--- src/rtl/key_debounce_pkg.sv ---
// Shared types for the key debounce bank: per-channel FSM state encoding.
package key_debounce_pkg;

  localparam int STATE_W = 2;

  typedef enum logic [STATE_W-1:0] {
    IDLE    = 2'd0,
    ARM_PRS = 2'd1,
    PRESSED = 2'd2,
    ARM_REL = 2'd3
  } state_e;

endpackage

--- src/rtl/key_debounce_ch.sv ---
// One key channel: 2-FF synchroniser, polarity fix, tick-driven debounce FSM
// with stable/hold counters, and registered level and pulse outputs.
module key_debounce_ch
  import key_debounce_pkg::*;
#(
  parameter int ACTIVE_LOW   = 1,
  parameter int STABLE_TICKS = 20,
  parameter int LONG_TICKS   = 1000
) (
  input  logic i_clk,
  input  logic i_rst_n,
  input  logic i_tick,
  input  logic i_key,
  output logic o_key,
  output logic o_press,
  output logic o_release,
  output logic o_long
);

  localparam int SC_W = $clog2(STABLE_TICKS + 1);
  localparam int HC_W = $clog2(LONG_TICKS + 1);
  localparam logic [SC_W-1:0] SC_DONE = SC_W'(STABLE_TICKS);
  localparam logic [SC_W-1:0] SC_ONE  = SC_W'(1);
  localparam logic [HC_W-1:0] HC_LONG = HC_W'(LONG_TICKS);
  localparam logic [HC_W-1:0] HC_ONE  = HC_W'(1);
  localparam logic REL_LVL = (ACTIVE_LOW != 0) ? 1'b1 : 1'b0;

  logic            r_sync1, r_sync2;
  state_e          r_state, w_state_n;
  logic [SC_W-1:0] r_sc, w_sc_n;
  logic [HC_W-1:0] r_hc, w_hc_n;
  logic            r_key, w_key_n;
  logic            r_press, w_press_n;
  logic            r_rel, w_rel_n;
  logic            r_long, w_long_n;
  logic            w_s;

  // Synced level normalised so that 1 always means pressed.
  assign w_s = r_sync2 ^ REL_LVL;

  always_ff @(posedge i_clk or negedge i_rst_n) begin
    if (!i_rst_n) begin
      r_sync1 <= REL_LVL;
      r_sync2 <= REL_LVL;
      r_state <= IDLE;
      r_sc    <= '0;
      r_hc    <= '0;
      r_key   <= 1'b0;
      r_press <= 1'b0;
      r_rel   <= 1'b0;
      r_long  <= 1'b0;
    end else begin
      r_sync1 <= i_key;
      r_sync2 <= r_sync1;
      r_state <= w_state_n;
      r_sc    <= w_sc_n;
      r_hc    <= w_hc_n;
      r_key   <= w_key_n;
      r_press <= w_press_n;
      r_rel   <= w_rel_n;
      r_long  <= w_long_n;
    end
  end

  always_comb begin
    w_state_n = r_state;
    w_sc_n    = r_sc;
    w_hc_n    = r_hc;
    w_key_n   = r_key;
    w_press_n = 1'b0;
    w_rel_n   = 1'b0;
    w_long_n  = 1'b0;
    if (i_tick) begin
      case (r_state)
        IDLE: begin
          if (w_s) begin
            if (SC_DONE == SC_ONE) begin
              w_state_n = PRESSED;
              w_key_n   = 1'b1;
              w_press_n = 1'b1;
              w_hc_n    = '0;
              w_sc_n    = '0;
            end else begin
              w_state_n = ARM_PRS;
              w_sc_n    = SC_ONE;
            end
          end
        end
        ARM_PRS: begin
          if (!w_s) begin
            w_state_n = IDLE;
            w_sc_n    = '0;
          end else if ((r_sc + SC_ONE) == SC_DONE) begin
            w_state_n = PRESSED;
            w_key_n   = 1'b1;
            w_press_n = 1'b1;
            w_hc_n    = '0;
            w_sc_n    = '0;
          end else begin
            w_sc_n = r_sc + SC_ONE;
          end
        end
        PRESSED: begin
          // Hold count saturates, so long fires once per hold even across bounces.
          if (w_s) begin
            if (r_hc != HC_LONG) begin
              w_hc_n   = r_hc + HC_ONE;
              w_long_n = ((r_hc + HC_ONE) == HC_LONG);
            end
          end else if (SC_DONE == SC_ONE) begin
            w_state_n = IDLE;
            w_key_n   = 1'b0;
            w_rel_n   = 1'b1;
            w_sc_n    = '0;
          end else begin
            w_state_n = ARM_REL;
            w_sc_n    = SC_ONE;
          end
        end
        ARM_REL: begin
          if (w_s) begin
            w_state_n = PRESSED;
            w_sc_n    = '0;
          end else if ((r_sc + SC_ONE) == SC_DONE) begin
            w_state_n = IDLE;
            w_key_n   = 1'b0;
            w_rel_n   = 1'b1;
            w_sc_n    = '0;
          end else begin
            w_sc_n = r_sc + SC_ONE;
          end
        end
        default: begin
          w_state_n = IDLE;
          w_sc_n    = '0;
        end
      endcase
    end
  end

  assign o_key     = r_key;
  assign o_press   = r_press;
  assign o_release = r_rel;
  assign o_long    = r_long;

endmodule

--- src/rtl/key_debounce.sv ---
// Key bank conditioner: one shared debounce tick divider feeding an
// independent debounce channel per key.
module key_debounce
  import key_debounce_pkg::*;
#(
  parameter int N_KEYS       = 4,
  parameter int ACTIVE_LOW   = 1,
  parameter int TICK_DIV     = 50000,
  parameter int STABLE_TICKS = 20,
  parameter int LONG_TICKS   = 1000
) (
  input  logic              clk_i,
  input  logic              rst_n_i,
  input  logic [N_KEYS-1:0] key_i,
  output logic [N_KEYS-1:0] key_o,
  output logic [N_KEYS-1:0] press_o,
  output logic [N_KEYS-1:0] release_o,
  output logic [N_KEYS-1:0] long_o
);

  localparam int CNT_W = $clog2(TICK_DIV);
  localparam logic [CNT_W-1:0] TICK_LAST = CNT_W'(TICK_DIV - 1);

  logic [CNT_W-1:0] r_cnt;
  logic             w_tick;

  assign w_tick = (r_cnt == TICK_LAST);

  always_ff @(posedge clk_i or negedge rst_n_i) begin
    if (!rst_n_i) begin
      r_cnt <= '0;
    end else if (w_tick) begin
      r_cnt <= '0;
    end else begin
      r_cnt <= r_cnt + CNT_W'(1);
    end
  end

  for (genvar g = 0; g < N_KEYS; g++) begin : g_ch
    key_debounce_ch #(
      .ACTIVE_LOW  (ACTIVE_LOW),
      .STABLE_TICKS(STABLE_TICKS),
      .LONG_TICKS  (LONG_TICKS)
    ) u_ch (
      .i_clk    (clk_i),
      .i_rst_n  (rst_n_i),
      .i_tick   (w_tick),
      .i_key    (key_i[g]),
      .o_key    (key_o[g]),
      .o_press  (press_o[g]),
      .o_release(release_o[g]),
      .o_long   (long_o[g])
    );
  end

endmodule
--- config.mk ---
export PLATFORM = sky130hd
export DESIGN_NAME = key_debounce
export DESIGN_NICKNAME = d
export VERILOG_FILES = /design/src/rtl/key_debounce_pkg.sv /design/src/rtl/key_debounce_ch.sv /design/src/rtl/key_debounce.sv
export SDC_FILE = /design/constraint.sdc
export NUM_CORES = 1
export LEC_CHECK = 0
export CAP_MARGIN = 0
export CORE_AREA = 4 4 128 130
export DETAILED_ROUTE_END_ITERATION = 6
export DIE_AREA = 0 0 132 134
export MAX_ROUTING_LAYER = met4
export PLACE_DENSITY = 0.52
export RECOVER_POWER = 50
export REMOVE_ABC_BUFFERS = 1
export SYNTH_ARGS = -nofsm -noshare
export SYNTH_HDL_FRONTEND = slang
export SYNTH_SLANG_ARGS = --single-unit
--- constraint.sdc ---
create_clock -name clk_i -period 4.4 [get_ports clk_i]
set_input_delay 0.88 -clock clk_i [delete_from_list [all_inputs] [get_ports clk_i]]
set_output_delay 0.88 -clock clk_i [all_outputs]
set_load 0.01 [all_outputs]
[After elaboration in Yosys (flattened, before gate mapping)]
Index checks and enable logic that the tools add are counted.
Word-level totals
  bits of input ports: 6
  flip-flop bits (word level): 108
Operators by class
  equality and inequality tests: 65
  $add $sub $neg: 9
  reductions and logical operators: 28
  multiplexer cells: 137
Operator list (count)
  $mux 10: 16
  $mux 5: 20
  $pmux 10 s2: 4
  $pmux 5 s4: 4
  $mux 1: 60
  $mux 2: 24
  $reduce_and 6->1: 8
  $add 10x1->10 const B: 4
  $eq 10x10->1 const B: 4
  $ne 10x10->1 const B: 4
  $ne 2x1->1 const B: 20
  $pmux 2 s4: 4
  $ne 2x2->1 const B: 12
  $add 5x1->5 const B: 4
  $eq 5x5->1 const B: 4
  $reduce_and 5->1: 4
  $add 16x1->16 const B: 1
  $eq 16x16->1 const B: 1
  $eq 2x2->1 const B: 8
  $mux 16: 1
  $reduce_bool 2->1: 8
  $ne 3x1->1 const B: 4
  $ne 3x3->1 const B: 4
  $reduce_and 3->1: 4
  other kinds (3): 12

[Logic depth before layout (Yosys ltp)]
Gate-level depths: netlist of the first run.
  word-level depth: 6
  mapped depth: 8

[Modules after synthesis]
A second synthesis of the first run with hierarchy kept.
Unflattened totals
  cell total of the unflattened synthesis: 643
  area total of the unflattened synthesis: 6172.2 sq um
By module, submodules not included
  key_debounce_ch at g_ch[2].u_ch ...: area each 1358.8 sq um, times used 2, cells each 140
  key_debounce_ch at g_ch[1].u_ch: area each 1358.8 sq um, times used 1, cells each 149
  key_debounce_ch at g_ch[0].u_ch: area each 1333.8 sq um, times used 1, cells each 147
  key_debounce: area each 762.0 sq um, times used 1, cells each 67

[Least setup slack after synthesis of the first run]
Ideal clock, no wire load.
  path type: reg-to-reg
  from: register r_cnt[0]
  to: register g_ch[0].u_ch.r_hc[4]
  data required time: 4.313 ns
  arrival: 1.947 ns
  path buffers: 0
  period minus slack after synthesis: 2.033 ns
  path slack: 2.367 ns
  cell stages (with the launch flop): 7
  cells stage by stage: dfrtp_1 -> ha_1 -> and3_1 -> nand4_4 -> or3_4 -> or4_1 -> o211ai_1
Between the ends
  cells in the longest elaborated chain, start to end: 2
RTL lines
  start: declaration: RTL line key_debounce.sv:24  | logic [CNT_W-1:0] r_cnt;
  start signal: assignment: RTL line key_debounce.sv:35  | r_cnt <= r_cnt + CNT_W'(1);
  $eq 16x16->1: RTL line key_debounce.sv:27  | assign w_tick = (r_cnt == TICK_LAST);
  $reduce_and 6->1 (no line)
  end signal: assignment: RTL line key_debounce_ch.sv:57  | r_hc <= w_hc_n;
  end: declaration: RTL line key_debounce_ch.sv:31  | logic [HC_W-1:0] r_hc, w_hc_n;
No other way between the ends.
A chain may end at the register's enable or synchronous reset.

==> summary.md, run 1 <==
| Metric | Value |
|---|---|
| Status | finished with violations |
| Failing checks | capacitance limit, slew limit |
| Placed Instance Area | approximately 6300 um2 |
| RSZ-0062 raised after global routing | no |
| Sw frac | 0.2100 |
| Setup TNS | 0 ps |
| Period Utilization, post-route | 0.6474 |
| Worst VDD drop | 0.0001966 V |
| YS warnings | 0 |
| Fmax achieved | roughly 0.35 GHz |
| Clk_lat worst skew | roughly 350 ps |
| Via/cell ratio | 5.608 |
| Reg2reg end | g_ch[3].u_ch.o_long$_DFF_PN0_ |
| Final nets | approximately 670 |
| Post-Syn Instances | ~640 |
| Top delay family on crit path | buffers and inverters |
| Die outline width | 132 um |
| Register area | between 2000 and 3000 um2 |
| Most frequent cells in the layout | dfrtp_1 (100), nand2_1 (58), o21ai_0 (55) |
| Max-Cap Viols | 1 |
| Post-Route WL | ~12000 um |
| Gate power share | 0.015 |
| Pleak | 2.832 nW |
| Synth top area share | 0.4136 |
| Clock power share | 0.440 |
| Internal Power | 0.001456 W |
| Final-report hold violation count | 0 |
| Setup CP Type | in2async |
| Cell taking the most area after synthesis | dfrtp_1 |
| Routability cong. | between 0.8 and 0.9 |
| CP Cell Sequence | clkbuf_1 -> buf_4 |
| Ranking of synthesized cells by area | dfrtp_1 (41%), ha_1 (4.8%), o21ai_0 (4.5%), nand2_1 (3.6%), dfstp_2 (3.5%) |
| Area Growth Syn to Fin | 8.871% |
| FP Rows | 45 |
| Antenna viol nets, final | 0 |
| Multi-input logic area | between 3000 and 4000 um2 |
| Pins over their slew limit | 45 |
| Async SR Flop Fraction | 1.000 |
| Library cells used by synthesis | 60 |
| Buffers added on ports | 21 |
| Initial drt markers | approximately 300 |
| Switch Pwr | 0.0003872 W |
| Num CTS Buffers | 9 |
| Worst setup slack after layout | 1551 ps |
| Mean Syn Cell Area | 9.425 um2 |
| Die area | roughly 18000 um2 |
| Largest net degree at the start of global routing | 45 |
| Inserted Diodes | 0 |
| Worst Hold Slack | roughly 360 ps |
| Number of global-route vias before repair | between 4000 and 5000 |
| Hold Path Origin | g_ch[0].u_ch.r_sync1$_DFF_PN1_ |
| Crit path DAT | ~3300 ps |
| #FFs+latches synth | 108 |
| All-Layer GR Usage | 0.1514 |
| Final Total Pwr | between 0.0015 and 0.002 W |
| First-pass GRT wire length | approximately 22000 um |
| Worst r2r src | r_cnt[0]$_DFF_PN0_ |
| Initial antenna violation count | 0 |
| Die height | between 100 and 150 um |
| Post-synthesis sequential area ratio | 0.4483 |
| Slew headroom | -0.6586 |
| Commonest non-fill, non-tap cell in the layout | dfrtp_1 |
| Slowest stage cell, crit path | clkbuf_1 |
| WP buf/inv | 2 |
| DP Worst Slack | 1389 ps |
| CTS tree | yes |
| Hold path depth | 0 |
| Max Root-Sink Buffers | 2 |
| Global route overflow | 0 |
| Final HPWL DP | roughly 8400 um |
| Reg power frac | 0.545 |
| Worst R2R Path Depth | 5 |
| Top FF cell, synth | dfrtp_1 |
| Clock tree root buffer cell | clkbuf_16 |
| CTS sink cnt | 108 |
| Worst setup path startpoint | rst_n_i |
| Slew of the pin with the lowest slew margin | about 2500 ps |
| Initial Utilization | 0.3995 |
| Clock Pin Slew Worst Setup and Hold Paths | around 70 ps |
| Final setup viols | 0 |
| Worst setup SP type | input port |
| Max incr delay on CP | 1740 ps |
| Design area | between 6000 and 7000 um2 |
| Cell Area, Synth | about 6000 um2 |
| Top Ports | 22 |
| Number of remaining DRC errors | 0 |
| H-tree Lvls | 3 |
| Worst setup EP type | asynchronous set/reset pin |
| Setup bufs post-CTS | 0 |
| Fillers | between 1000 and 1500 |
| Post-synth EDFFs | 0 |
| Post-route minimum period | 2849 ps |
| CTS resizes | 0 |
| Drt pass-1 iters | 4 |
| Average wire per standard cell | approximately 15 um |
| Layout cells sized above 1 | 0.05928 |
| CP Max Fanout | 44 |
| Hold endpoint | g_ch[0].u_ch.r_sync2$_DFF_PN1_ |
| Worst Path Required | between 4000 and 5000 ps |
| Final Skew | between 9 and 10 ps |
| Routed via count | ~4600 |
| Pwr dens | approximately 280 nW/um2 |
| R2R setup slack | about 1600 ps |
| Number of stages on the worst setup path | 2 |
| Min-Delay Path Class | reg2reg |
| Core ar. | 15150 um2 |
| Hold-fix buffers, CTS | 0 |
[cells in the mapped netlist, types with 9 or more instances]
cell type / count
dfrtp_1: 100
nand2_1: 58
o21ai_0: 55
nor2_1: 39
nand3_1: 37
inv_1: 28
ha_1: 23
a21oi_1: 21
and3_1: 20
nor3_1: 17
a22o_1: 16
buf_4: 16
clkbuf_1: 16
a21o_1: 14
nand4_1: 14
xor2_1: 12
nand2b_1: 10
xnor2_1: 10
mux2i_1: 9
or3_1: 9
[kinds of logic (layout without fill, tap and decap cells)]
family / Yosys count / after routing / share of synthesized area
AOI/OAI and AO/OA: 163 / 163 / 0.1813
xor gates and xnor gates: 22 / 22 / 0.03184
adders and majority gates: 23 / 23 / 0.04756
buffers and inverters: 67 / 66 / 0.05294
DFF: 108 / 108 / 0.4483
muxes: 10 / 10 / 0.01675
and+or+nand+nor: 249 / 249 / 0.2213
[state kept, by name, indices dropped and copies added (netlist names), named ones only]
name / count
r_cnt: 16
g_ch.u_ch.o_press: 4
g_ch.u_ch.o_long: 4
g_ch.u_ch.r_sc: 20
g_ch.u_ch.r_sync1: 4
g_ch.u_ch.o_key: 4
g_ch.u_ch.o_release: 4
g_ch.u_ch.r_sync2: 4
g_ch.u_ch.r_state: 4
g_ch.u_ch.r_hc: 40
[layout make-up]
cell class,instances,share of cell area
Multi-Input combinational cell,467,0.4591
Clock inverter,2,0.005698
Sequential cell,108,0.4118
Tap cell,188,0.03571
Inverter,28,0.01595
Clock buffer,12,0.03742
Timing Repair Buffer,24,0.03438
[worst max path at each step]
stage | to | slack, ps
floorplan | g_ch[2].u_ch.r_hc[3]$_DFFE_PN0P_ | 1800
global placement | g_ch[2].u_ch.r_hc[3]$_DFFE_PN0P_ | 1480
detailed placement | g_ch[2].u_ch.r_hc[9]$_DFFE_PN0P_ | 1390
CTS | g_ch[2].u_ch.r_hc[9]$_DFFE_PN0P_ | 1360
global route | g_ch[0].u_ch.o_key$_DFFE_PN0P_ | 960
finish | g_ch[0].u_ch.r_sync2$_DFF_PN1_ | 1550
[per-stage QoR]
stage,utilization,instances
after floorplan,-,603
after global placement,0.4160,815
after detailed placement,0.4160,815
after CTS,0.4348,829
after global routing,0.4349,829
final,0.4349,829
[power groups by stage]
stage | logic (W) | registers, W | clock network (W)
floorplan | 0.00000291 | 0.00102 | 0
global placement | 0.0000303 | 0.00102 | 0
detailed placement | 0.0000308 | 0.00102 | 0
CTS | 0.0000309 | 0.00100 | 0.000846
global route | 0.0000339 | 0.00100 | 0.000879
finish | 0.0000272 | 0.00100 | 0.000812
[routing by layer]
metal  share of wire  GRT usage  vias to the layer above
li1                -          -                     2310
met1            0.48     0.1971                     2270
met2            0.48     0.2392                       57
met3           0.029    0.03826                       12
met4          0.0095    0.03617                        0
met5               0          -                        -
(Power assumes the default switching activity.)
==> run 2, diff against run 1 <==
==> constraint.sdc (replaced) <==
create_clock -name clk_i -period 2.67 [get_ports clk_i]
set_input_delay 0.534 -clock clk_i [delete_from_list [all_inputs] [get_ports clk_i]]
set_output_delay 0.534 -clock clk_i [all_outputs]
set_load 0.01 [all_outputs]
==> summary.md, run 2 (same netlist as run 1, synthesis figures left out) <==
| Metric | Value |
|---|---|
| Status | complete, no violations |
| Final nets | 676 (+1.3%) |
| Reg power frac | 0.560 (+0.015) |
| Core ar. | 15150 um2 (unchanged) |
| Max-Cap Viols | 0 (-1) |
| Fmax achieved | around 0.43 GHz |
| Number of global-route vias before repair | 4560 (+0.35%) |
| Min-Delay Path Class | reg2reg |
| Final-report hold violation count | 0 (unchanged) |
| Final setup viols | 0 (unchanged) |
| Worst VDD drop | 0.0003063 V (+56%) |
| Max Root-Sink Buffers | 2 (unchanged) |
| Average wire per standard cell | 14.68 um (-0.61%) |
| First-pass GRT wire length | 21980 um (+0.60%) |
| Setup CP Type | reg2reg |
| Sw frac | 0.2241 (+0.01405) |
| Commonest non-fill, non-tap cell in the layout | dfrtp_1 |
| Worst R2R Path Depth | 6 (+1) |
| Internal Power | 0.002292 W (+57%) |
| Inserted Diodes | 0 (unchanged) |
| Worst setup EP type | flop |
| Initial drt markers | 328 (+9.0%) |
| Pins over their slew limit | 0 (-100%) |
| Post-route minimum period | between 2000 and 2500 ps |
| Worst setup slack after layout | 358.6 ps (-1193 ps) |
| Die area | 17690 um2 (unchanged) |
| Pleak | 2.866 nW (+1.2%) |
| CTS resizes | 0 (unchanged) |
| Most frequent cells in the layout | dfrtp_1 (100), nand2_1 (58), o21ai_0 (55) |
| CP Max Fanout | 11 (-75%) |
| Metal2 WL | 5754 um (-1.7%) |
| Placed Instance Area | 6381 um2 (+1.3%) |
| Clock Pin Slew Worst Setup and Hold Paths | 70 ps (about the same) |
| Drt pass-1 iters | 5 (+1) |
| Clock tree root buffer cell | clkbuf_16 |
| Top Ports | 22 (unchanged) |
| Initial antenna violation count | 0 (unchanged) |
| H-tree Lvls | 3 (unchanged) |
| Setup bufs post-CTS | 0 (unchanged) |
| RSZ-0062 raised after global routing | no |
| Layout cells sized above 1 | 0.07362 (+0.01434) |
| Worst r2r src | r_cnt[0]$_DFF_PN0_ |
| CTS sink cnt | 108 (unchanged) |
| Hold path depth | 0 (unchanged) |
| Routability cong. | 0.8401 (+4.1%) |
| Clk_lat worst skew | 360 ps (about the same) |
| Highest routed layer | met4 |
| Slew headroom | 0.04278 (+0.7014) |
| Post-Route WL | 12330 um (+0.71%) |
| All-Layer GR Usage | 0.1522 (+0.0007826) |
| Num CTS Buffers | 9 (unchanged) |
| Die outline width | 132 um (unchanged) |
| Antenna viol nets, final | 0 (unchanged) |
| Worst setup path startpoint | r_cnt[0]$_DFF_PN0_ |
| Initial Utilization | 0.3995 (unchanged) |
| Buffers added on ports | 21 (unchanged) |
| Die height | 134 um (unchanged) |
| Routed via count | 4673 (+0.52%) |
| Pwr dens | 445.6 nW/um2 (+59%) |
| Crit path DAT | 2580 ps (-720 ps) |
| Worst Path Required | 2940 ps (-1910 ps) |
| Switch Pwr | 0.0006620 W (+71%) |
| Fillers | 1445 (-2.5%) |
| Met3 WL | 380 um (+6.1%) |
| Final Skew | 12.54 ps (+2.990 ps) |
| Largest registers | g_ch.u_ch.r_hc (40), g_ch.u_ch.r_sc (20), r_cnt (16) |
| Global route overflow | 0 (unchanged) |
| Design area | 6630 um2 (+0.65%) |
| Fin util | 0.4378 (+0.002809) |
| Number of remaining DRC errors | 0 (unchanged) |
| Gate power share | 0.015 (about the same) |
| Slew of the pin with the lowest slew margin | 1436 ps (-1052 ps) |
| Clock power share | 0.425 (-0.015) |
| DP Worst Slack | 393.2 ps (-996.2 ps) |
| Largest net degree at the start of global routing | 46 (+2.2%) |
| Via/cell ratio | 5.563 (-0.80%) |
| Area Growth Syn to Fin | 9.574% |
| Setup TNS | 0 ps (unchanged) |
| FP Rows | 45 (unchanged) |
| Worst setup SP type | flop |
| R2R setup slack | 360 ps (-1260 ps) |
| CTS tree | yes |
| Max reg flops | 40 (unchanged) |
| WL met1 | 6076 um (+2.8%) |
| Most flop-heavy register | g_ch.u_ch.r_hc |
| Hold-fix buffers, CTS | 0 (unchanged) |
| Hold Path Origin | g_ch[1].u_ch.r_sync1$_DFF_PN1_ |
| Final HPWL DP | 8568 um (+2.2%) |
| Period Utilization, post-route | 0.8657 |
==> run 2: final cells by class <==
type | count | area [um2] | area share
timing repair buffer | 33 | 289.0 | 0.04359
inverter | 28 | 105.1 | 0.01585
sequential | 108 | 2713 | 0.4091
multi-input combinational | 467 | 3018 | 0.4552
clock inverter | 5 | 37.54 | 0.005661
tap | 188 | 235.2 | 0.03548
clock buffer | 11 | 232.7 | 0.03510
==> run 2: critical path: stages, from the launching register on <==
cell and delay (ps):
dfrtp_1 390, ha_1 210, and3_1 280, and4_1 420
nand2_1 300, or4_1 530, o21ai_0 90
==> run 2: per-stage QoR <==
step	hold WS, ps	cells	total power [W]
CTS	102.7	840	0.003023
global route	364.9	840	0.003090
global placement	346.7	824	0.001740
finish	356.3	840	0.002954
detailed placement	347.2	824	0.001741
floorplan	238.4	603	0.001689
==> run 2: power by group through the flow <==
stage	clock network, W	registers, W	logic (W)
after floorplan	0	0.00168	0.00000480
after global placement	0	0.00169	0.0000545
after detailed placement	0	0.00169	0.0000546
after CTS	0.00131	0.00165	0.0000546
after global routing	0.00138	0.00166	0.0000549
final	0.00126	0.00165	0.0000447
==> run 2: worst paths after layout <==
| kind | endpoint |
|---|---|
| max | g_ch[2].u_ch.r_sc[2]$_DFFE_PN0P_ |
| min | g_ch[1].u_ch.r_sync2$_DFF_PN1_ |
| max reg2reg | g_ch[2].u_ch.r_sc[2]$_DFFE_PN0P_ |
| min reg2reg | g_ch[1].u_ch.r_sync2$_DFF_PN1_ |
| max in group asynchronous | r_cnt[10]$_DFF_PN0_ |
| min in group asynchronous | g_ch[3].u_ch.r_sc[3]$_DFFE_PN0P_ |
==> run 2: routing by layer <==
layer  GRT usage  vias up
met4     0.03559        0
li1            -     2324
met2      0.2397       63
met5           -        -
met3     0.03826        9
met1      0.1991     2277
